--- src/rtl/neuron_sequencer.sv ---
// neuron_sequencer: one neuron evaluation on a shared signed MAC datapath.
// Optional build macro NEURON_SEQ_RELU_EN rectifies negative results to zero.
module neuron_sequencer #(
    parameter int N_INPUTS   = 4,
    parameter int DATA_W     = 8,
    parameter int ACC_W      = 20,
    parameter int FRAC_SHIFT = 8,
    parameter int CNT_W      = $clog2(N_INPUTS + 1)
) (
    input  logic              clk,
    input  logic              rst,
    input  logic              start,
    input  logic [DATA_W-1:0] bias,
    input  logic              abort,
    input  logic              in_valid,
    output logic              in_ready,
    input  logic [DATA_W-1:0] x,
    input  logic [DATA_W-1:0] weight,
    output logic              out_valid,
    input  logic              out_ready,
    output logic [DATA_W-1:0] y,
    output logic              sat,
    output logic              busy,
    output logic [CNT_W-1:0]  beat_cnt
);

    typedef enum logic [1:0] {
        IDLE,
        ACCUM,
        BIAS,
        OUT
    } state_t;

    localparam logic signed [ACC_W-1:0] YMAX = ACC_W'((2 ** (DATA_W - 1)) - 1);
    localparam logic signed [ACC_W-1:0] YMIN = ACC_W'(-(2 ** (DATA_W - 1)));
    localparam logic [CNT_W-1:0] LAST = CNT_W'(N_INPUTS - 1);

    state_t                   state_q, state_d;
    logic signed [ACC_W-1:0]  acc_q, acc_d;
    logic [CNT_W-1:0]         cnt_q, cnt_d;
    logic [DATA_W-1:0]        bias_q, bias_d;
    logic [DATA_W-1:0]        y_q, y_d;
    logic                     sat_q, sat_d;
    logic                     out_valid_q, out_valid_d;

    logic signed [2*DATA_W-1:0] prod;
    logic signed [ACC_W-1:0]    prod_ext;
    logic signed [ACC_W-1:0]    bias_ext;
    logic signed [ACC_W-1:0]    acc_b;
    logic signed [ACC_W-1:0]    r;

    // datapath terms: full-width product, biased sum and rescaled result
    always_comb begin
        prod     = $signed(x) * $signed(weight);
        prod_ext = {{(ACC_W - 2 * DATA_W){prod[2*DATA_W-1]}}, prod};
        bias_ext = {{(ACC_W - DATA_W){bias_q[DATA_W-1]}}, bias_q};
        acc_b    = acc_q + (bias_ext <<< FRAC_SHIFT);
        r        = acc_b >>> FRAC_SHIFT;
`ifdef NEURON_SEQ_RELU_EN
        if (r < 0) begin
            r = '0;
        end
`endif
    end

    // next-state and datapath update; abort overrides every state
    always_comb begin
        state_d = state_q;
        acc_d   = acc_q;
        cnt_d   = cnt_q;
        bias_d  = bias_q;
        y_d     = y_q;
        sat_d   = sat_q;
        unique case (state_q)
            IDLE: begin
                if (start) begin
                    bias_d  = bias;
                    acc_d   = '0;
                    cnt_d   = '0;
                    state_d = ACCUM;
                end
            end
            ACCUM: begin
                if (in_valid) begin
                    acc_d = acc_q + prod_ext;
                    cnt_d = cnt_q + CNT_W'(1);
                    if (cnt_q == LAST) begin
                        state_d = BIAS;
                    end
                end
            end
            BIAS: begin
                acc_d = acc_b;
                if (r > YMAX) begin
                    y_d   = YMAX[DATA_W-1:0];
                    sat_d = 1'b1;
                end else if (r < YMIN) begin
                    y_d   = YMIN[DATA_W-1:0];
                    sat_d = 1'b1;
                end else begin
                    y_d   = r[DATA_W-1:0];
                    sat_d = 1'b0;
                end
                state_d = OUT;
            end
            OUT: begin
                if (out_ready) begin
                    state_d = IDLE;
                end
            end
            default: state_d = IDLE;
        endcase
        if (abort) begin
            state_d = IDLE;
        end
        out_valid_d = (state_d == OUT);
    end

    // state and datapath registers
    always_ff @(posedge clk or negedge rst) begin
        if (!rst) begin
            state_q     <= IDLE;
            acc_q       <= '0;
            cnt_q       <= '0;
            bias_q      <= '0;
            y_q         <= '0;
            sat_q       <= 1'b0;
            out_valid_q <= 1'b0;
        end else begin
            state_q     <= state_d;
            acc_q       <= acc_d;
            cnt_q       <= cnt_d;
            bias_q      <= bias_d;
            y_q         <= y_d;
            sat_q       <= sat_d;
            out_valid_q <= out_valid_d;
        end
    end

    assign in_ready  = (state_q == ACCUM);
    assign busy      = (state_q != IDLE);
    assign out_valid = out_valid_q;
    assign y         = y_q;
    assign sat       = sat_q;
    assign beat_cnt  = cnt_q;

endmodule

--- config.mk ---
export PLATFORM = sky130hd
export DESIGN_NAME = neuron_sequencer
export DESIGN_NICKNAME = d
export VERILOG_FILES = /design/src/rtl/neuron_sequencer.sv
export SDC_FILE = /design/constraint.sdc
export NUM_CORES = 1
export LEC_CHECK = 0
export ABC_AREA = 1
export BUFFER_PORTS_ARGS = -buffer_cell sky130_fd_sc_hd__buf_2
export CELL_PAD_IN_SITES_DETAIL_PLACEMENT = 1
export CELL_PAD_IN_SITES_GLOBAL_PLACEMENT = 1
export CORE_MARGIN = 1
export CORE_UTILIZATION = 51
export DETAILED_ROUTE_END_ITERATION = 12
export PLACE_DENSITY = 0.92
export SLEW_MARGIN = 20
export SYNTH_ARGS = -nofsm -noshare
export SYNTH_HDL_FRONTEND = slang
export SYNTH_SLANG_ARGS = --single-unit
--- constraint.sdc ---
create_clock -name clk -period 7.86 [get_ports clk]
set_input_delay 0.786 -clock clk [delete_from_list [all_inputs] [get_ports clk]]
set_output_delay 0.786 -clock clk [all_outputs]
set_load 0.02 [all_outputs]
---- Yosys cells after proc, flatten, opt, wreduce, memory -nomap -nowiden ----
Index checks and enable logic that the tools add are counted.
Widths: inputs -> output; s select.
cells by class
  add/sub/neg operators ................... 3
  multipliers ............................. 1
  magnitude comparators ................... 2
  eq/ne operators ......................... 7
  multiplexer cells ....................... 16
  reduce and logical (&&, ||, !) cells .... 7
operators with widths
  operator             number
  $pmux 20 s3          1
  $add 20x16->20       2
  $mux 20              2
  $mul 8x8->16         1
  $mux 8               2
  $gt 12x8->1 const B  1
  $lt 12x8->1 const B  1
  $mux 2               5
  $pmux 2 s4           1
  $eq 2x2->1 const B   3
  $mux 3               2
  $pmux 3 s2           1
  $reduce_and 3->1     2
  $ne 2x2->1 const B   2
  $reduce_bool 2->1    2
  $add 3x1->3 const B  1
  $eq 3x2->1 const B   1
  $reduce_bool 3->1    1
  $eq 2x1->1 const B   1
  $logic_not 2->1      1
  $mux 1               2
  $reduce_and 2->1     1
storage, ports and cells
  register bits ........................... 43
  input port bits ......................... 30
  output and inout port bits .............. 15
  logic and storage cells ................. 43

---- Depth between registers and ports, before layout ----
  word-level depth ........................ 6
  mapped depth ............................ 25
  gate-level depth less buffers ........... 24

---- Worst setup path after synthesis ----
OpenSTA, ideal clock, no wires.
  path type ............................... input -> register
  start point ............................. input weight[7]
  end point ............................... register acc_q[12]
  setup time .............................. 0.065 ns
  arrival time ............................ 5.071 ns
  required time ........................... 7.795 ns
  path slack .............................. 2.724 ns
  stages .................................. 20
  path buffers ............................ 0
  cell sequence ........................... clkinv_1 -> or2_2 -> fa_1 -> fa_1 -> inv_1 -> fa_1 -> fa_1 -> fa_1 -> ha_1 -> a21oi_1 -> nand2_1 -> nand2_1 -> nand2_1 -> nand3_1 -> nand2_1 -> nand2_1 -> nand2_1 -> o21ai_0 -> nand2_1 -> nand2_1
on the way
  longest elaborated chain between the ends .. 4
ends and longest elaborated chain
  element               RTL line  text
  from (decl)           18        input logic [DATA_W-1:0] weight,
  $mul 8x8->16          54        prod = $signed(x) * $signed(weight);
  $add 20x16->20        85        acc_d = acc_q + prod_ext;
  $mux 20               84        if (in_valid) begin
  $pmux 20 s3           74        unique case (state_q)
  to (signal assigned)  123       acc_q <= '0;
  to (signal assigned)  131       acc_q <= acc_d;
  to (decl)             39        logic signed [ACC_W-1:0] acc_q, acc_d;
Every way passes these cells. The select of a mux whose other input is x is not followed.
A chain may end at the register's enable or synchronous reset.

---- Final worst setup path ----
Ends and elaborated chain as after synthesis.

==> results.cfg <==
[setup_path]
crit_buf_inv = 3
crit_slowest_cell = fa_1
crit_fanout = 9
worstPathArrival_ns = 5.62
critPathTopFamily = adder cells
crit_path_end_kind = register
crit_top_cell = nand2_1
crit_type = in2reg
path_cells = buf_2 > clkinv_1 > or2_2 > fa_1 > fa_1 > inv_1 > fa_1 > fa_1 > fa_1 > ha_1 > a21oi_1 > nand2_1 > nand2_1 > nand2_1 > nand3_1 > nand2_1 > nand2_1 > nand2_1 > o21ai_0 > nand2_1 > nand2_1
crit_required_ns = 8.09
crit_path_start = weight[7]
start_kind = input port
r2r-start = acc_q[4]
crit_path_max_incr_delay_ns = 0.59

[logic_synthesis]
ys_types = 39
synth_warnings = 0
syn_area_per_cell_um2 = 7.757
synth_edf_count = 0
synth_nets = 1036
async_reset_ff_share_pct = 100.0
ys_ff_latch = 43
synth_ff_type = dfrtp_1
syn_inst = 853
netlist_area_mm2 = 0.006616
synth_seq_area_share_pct = 16.26

[cells_and_area]
regArea_mm2 = 0.001076
fill_cells = 1630
multi_input_area_mm2 = 0.004688
diodes = 0
area_growth_syn_to_layout_pct = 7.678
drive_above_1_share_pct = 11.96
nets = 1068

[floorplan]
die_h_um = 115.9
ioPinCount = 45
die_area_mm2 = 0.01343
start_util_pct = 52.43
coreArea_mm2 = 0.01262
die-width_um = 115.9
rows = 41

[grt]
antenna_found_initial = 0
grt_pass1_vias = 6160
grt_pass1_wl_um = 29950
grt_start_max_net_pins = 44
gr-total-overflow = 0
grt_use_total_pct = 29.25

[placement]
place.gp.congestion = 0.8557
dpl.hpwl_um = 15400
io_buffers = 44

[timing]
fin_setup_tns_ns = 0
setup_viol = 0
skew_ns = 0.004695
max_slew_margin_pct = 51.22
worst_pin_slew_ns = 0.7309
hold_violations = 0
period_needed_ns = 5.385
min_period_over_period_pct = 68.51
whs_ns = 0.4944
max_freq_ghz = 0.1857
rsz0062_at_grt = no
report.final.slew_viol_count = 0

[route]
drc = 0
routed_wl_um = 17900
drt_pass1_iterations = 5
wl_per_cell_um = 16.92
ant_nets = 0
via_count = 5533
drtIter0Drc = 249
viasPerCell = 5.230

[worst_hold_path]
hold_path_class = in2async

[clock_network]
cts_inserted_buffers = 5
clk_pin_slew_worst_paths_ns = 0.06
tritoncts = built
cts_hold_buf = 0
cts_resized = 0
clock_sinks = 43
clock_path_buffers = 2
htree_levels = 2
post_cts.repair.setup_buffers = 0
clock_latency_ns = 0.29
cts_root_buffer = clkbuf_16

[job]
maxCapViolCount = 0

[status]
outcome = completed
-- worst paths after layout --
check                           depth (start not counted)  slack [ns]        end
min in group clk                                        1        0.51  bias_q[4]
worst max-delay path                                   21        2.48  acc_q[12]
max in group asynchronous                               1        6.97  acc_q[17]
worst min-delay path                                    1        0.49   acc_q[2]
worst min register to register                          1        0.51  bias_q[4]
worst max register to register                         24        3.22  acc_q[12]
-- kinds of logic (layout without fill, tap and decap cells) --
group	after synthesis	in the layout	synth area share, %
multiplexers	8	8	1.362
AO/OA/AOI/OAI	70	70	6.259
AND/OR/NAND/NOR	343	343	22.88
XOR/XNOR	10	10	1.324
buffers and inverters	226	259	12.88
adder cells (fa/ha/maj)	153	153	39.03
flip-flops	43	43	16.26
-- final cells by class --
type / instances / area share [%]
Clock inverter: 2 / 0.1756
Inverter: 206 / 10.85
Tap cell: 172 / 3.021
Clock buffer: 6 / 1.809
Sequential cell: 43 / 15.10
Timing Repair Buffer: 45 / 3.231
Multi-Input combinational cell: 584 / 65.81
-- worst register-to-register path, delay by kind of cell, from the launching register on --
family	cells	cell delay, ns
adder cells (fa/ha/maj)	7	2.83
AND/OR/NAND/NOR	10	0.83
buffers and inverters	6	0.44
AO/OA/AOI/OAI	1	0.09
flip-flops	1	0.36
-- stage by stage --
stage                     cells  instance area [um2]  worst slack, ns  utilization [%]
final                      1058                 7124            2.475            56.45
after global routing       1058                 7124            2.187            56.45
after CTS                  1058                 7122            2.476            56.43
after detailed placement   1050                 6980            2.223            55.31
after global placement     1050                 6980            2.307            55.31
after floorplan             853                 6616            2.724                -
-- flip-flops by register name (all words and copies together) (netlist names) --
signal,count
bias_q,8
y,8
beat_cnt,3
out_valid,1
sat,1
acc_q,20
state_q,2
-- metal layers --
| metal | share of wire [%] | vias to the layer above | GRT usage (%) |
|---|---|---|---|
| li1 | - | 2635 | - |
| met1 | 42 | 2752 | 34.66 |
| met2 | 53 | 104 | 55.16 |
| met3 | 1.8 | 42 | 2.406 |
| met4 | 2.9 | 0 | 10.34 |
| met5 | 0 | - | 0 |
-- synth_stat cells (4+ instances only) --
master      n  area share, %
nand4_1     8           0.76
dfrtp_1    43             16
fa_1       89             27
mux2_2      8            1.4
ha_1       64             12
or2_2       6           0.57
xnor2_1     5           0.66
clkbuf_1   16           0.91
inv_2       7           0.40
a21oi_2     4           0.53
nand2_2     6           0.57
o21ai_2     5           0.66
o21ai_1     4           0.30
inv_1     197             11
o21ai_0    16            1.2
nand3_2     9            1.4
xor2_1      5           0.66
nor2_1     38            2.2
nand3_1    38            2.9
nand2_1   222             13
o22ai_1     7           0.66
a21oi_1    26            2.0
-- cells in the final DEF, fill, tap and decap left out, types with 2 or more instances in the layout --
cell type / synthesis / final
nand2_2: 6 / 6
clkbuf_16: 0 / 5
mux2_2: 8 / 8
nor2_4: 2 / 2
xor2_1: 5 / 5
nand3b_1: 2 / 2
a21o_1: 3 / 3
dfrtp_1: 43 / 43
inv_2: 7 / 7
o21ai_1: 4 / 4
nand4_1: 8 / 8
nand2_1: 222 / 222
xnor2_1: 5 / 5
ha_1: 64 / 64
nor3_1: 3 / 3
fa_1: 89 / 89
or2_2: 6 / 6
nand3_1: 38 / 38
o21ai_0: 16 / 16
a21oi_1: 26 / 26
nor2_1: 38 / 38
inv_1: 197 / 197
nand2_4: 2 / 2
buf_4: 0 / 2
o21ai_2: 5 / 5
buf_2: 3 / 43
o22ai_1: 7 / 7
nand3_2: 9 / 9
nor2_2: 3 / 3
a21oi_2: 4 / 4
clkinv_1: 2 / 2
o21a_1: 2 / 2
Power is not shown: default switching activity piles up to over one toggle a cycle in this logic, so the estimate is an artifact.
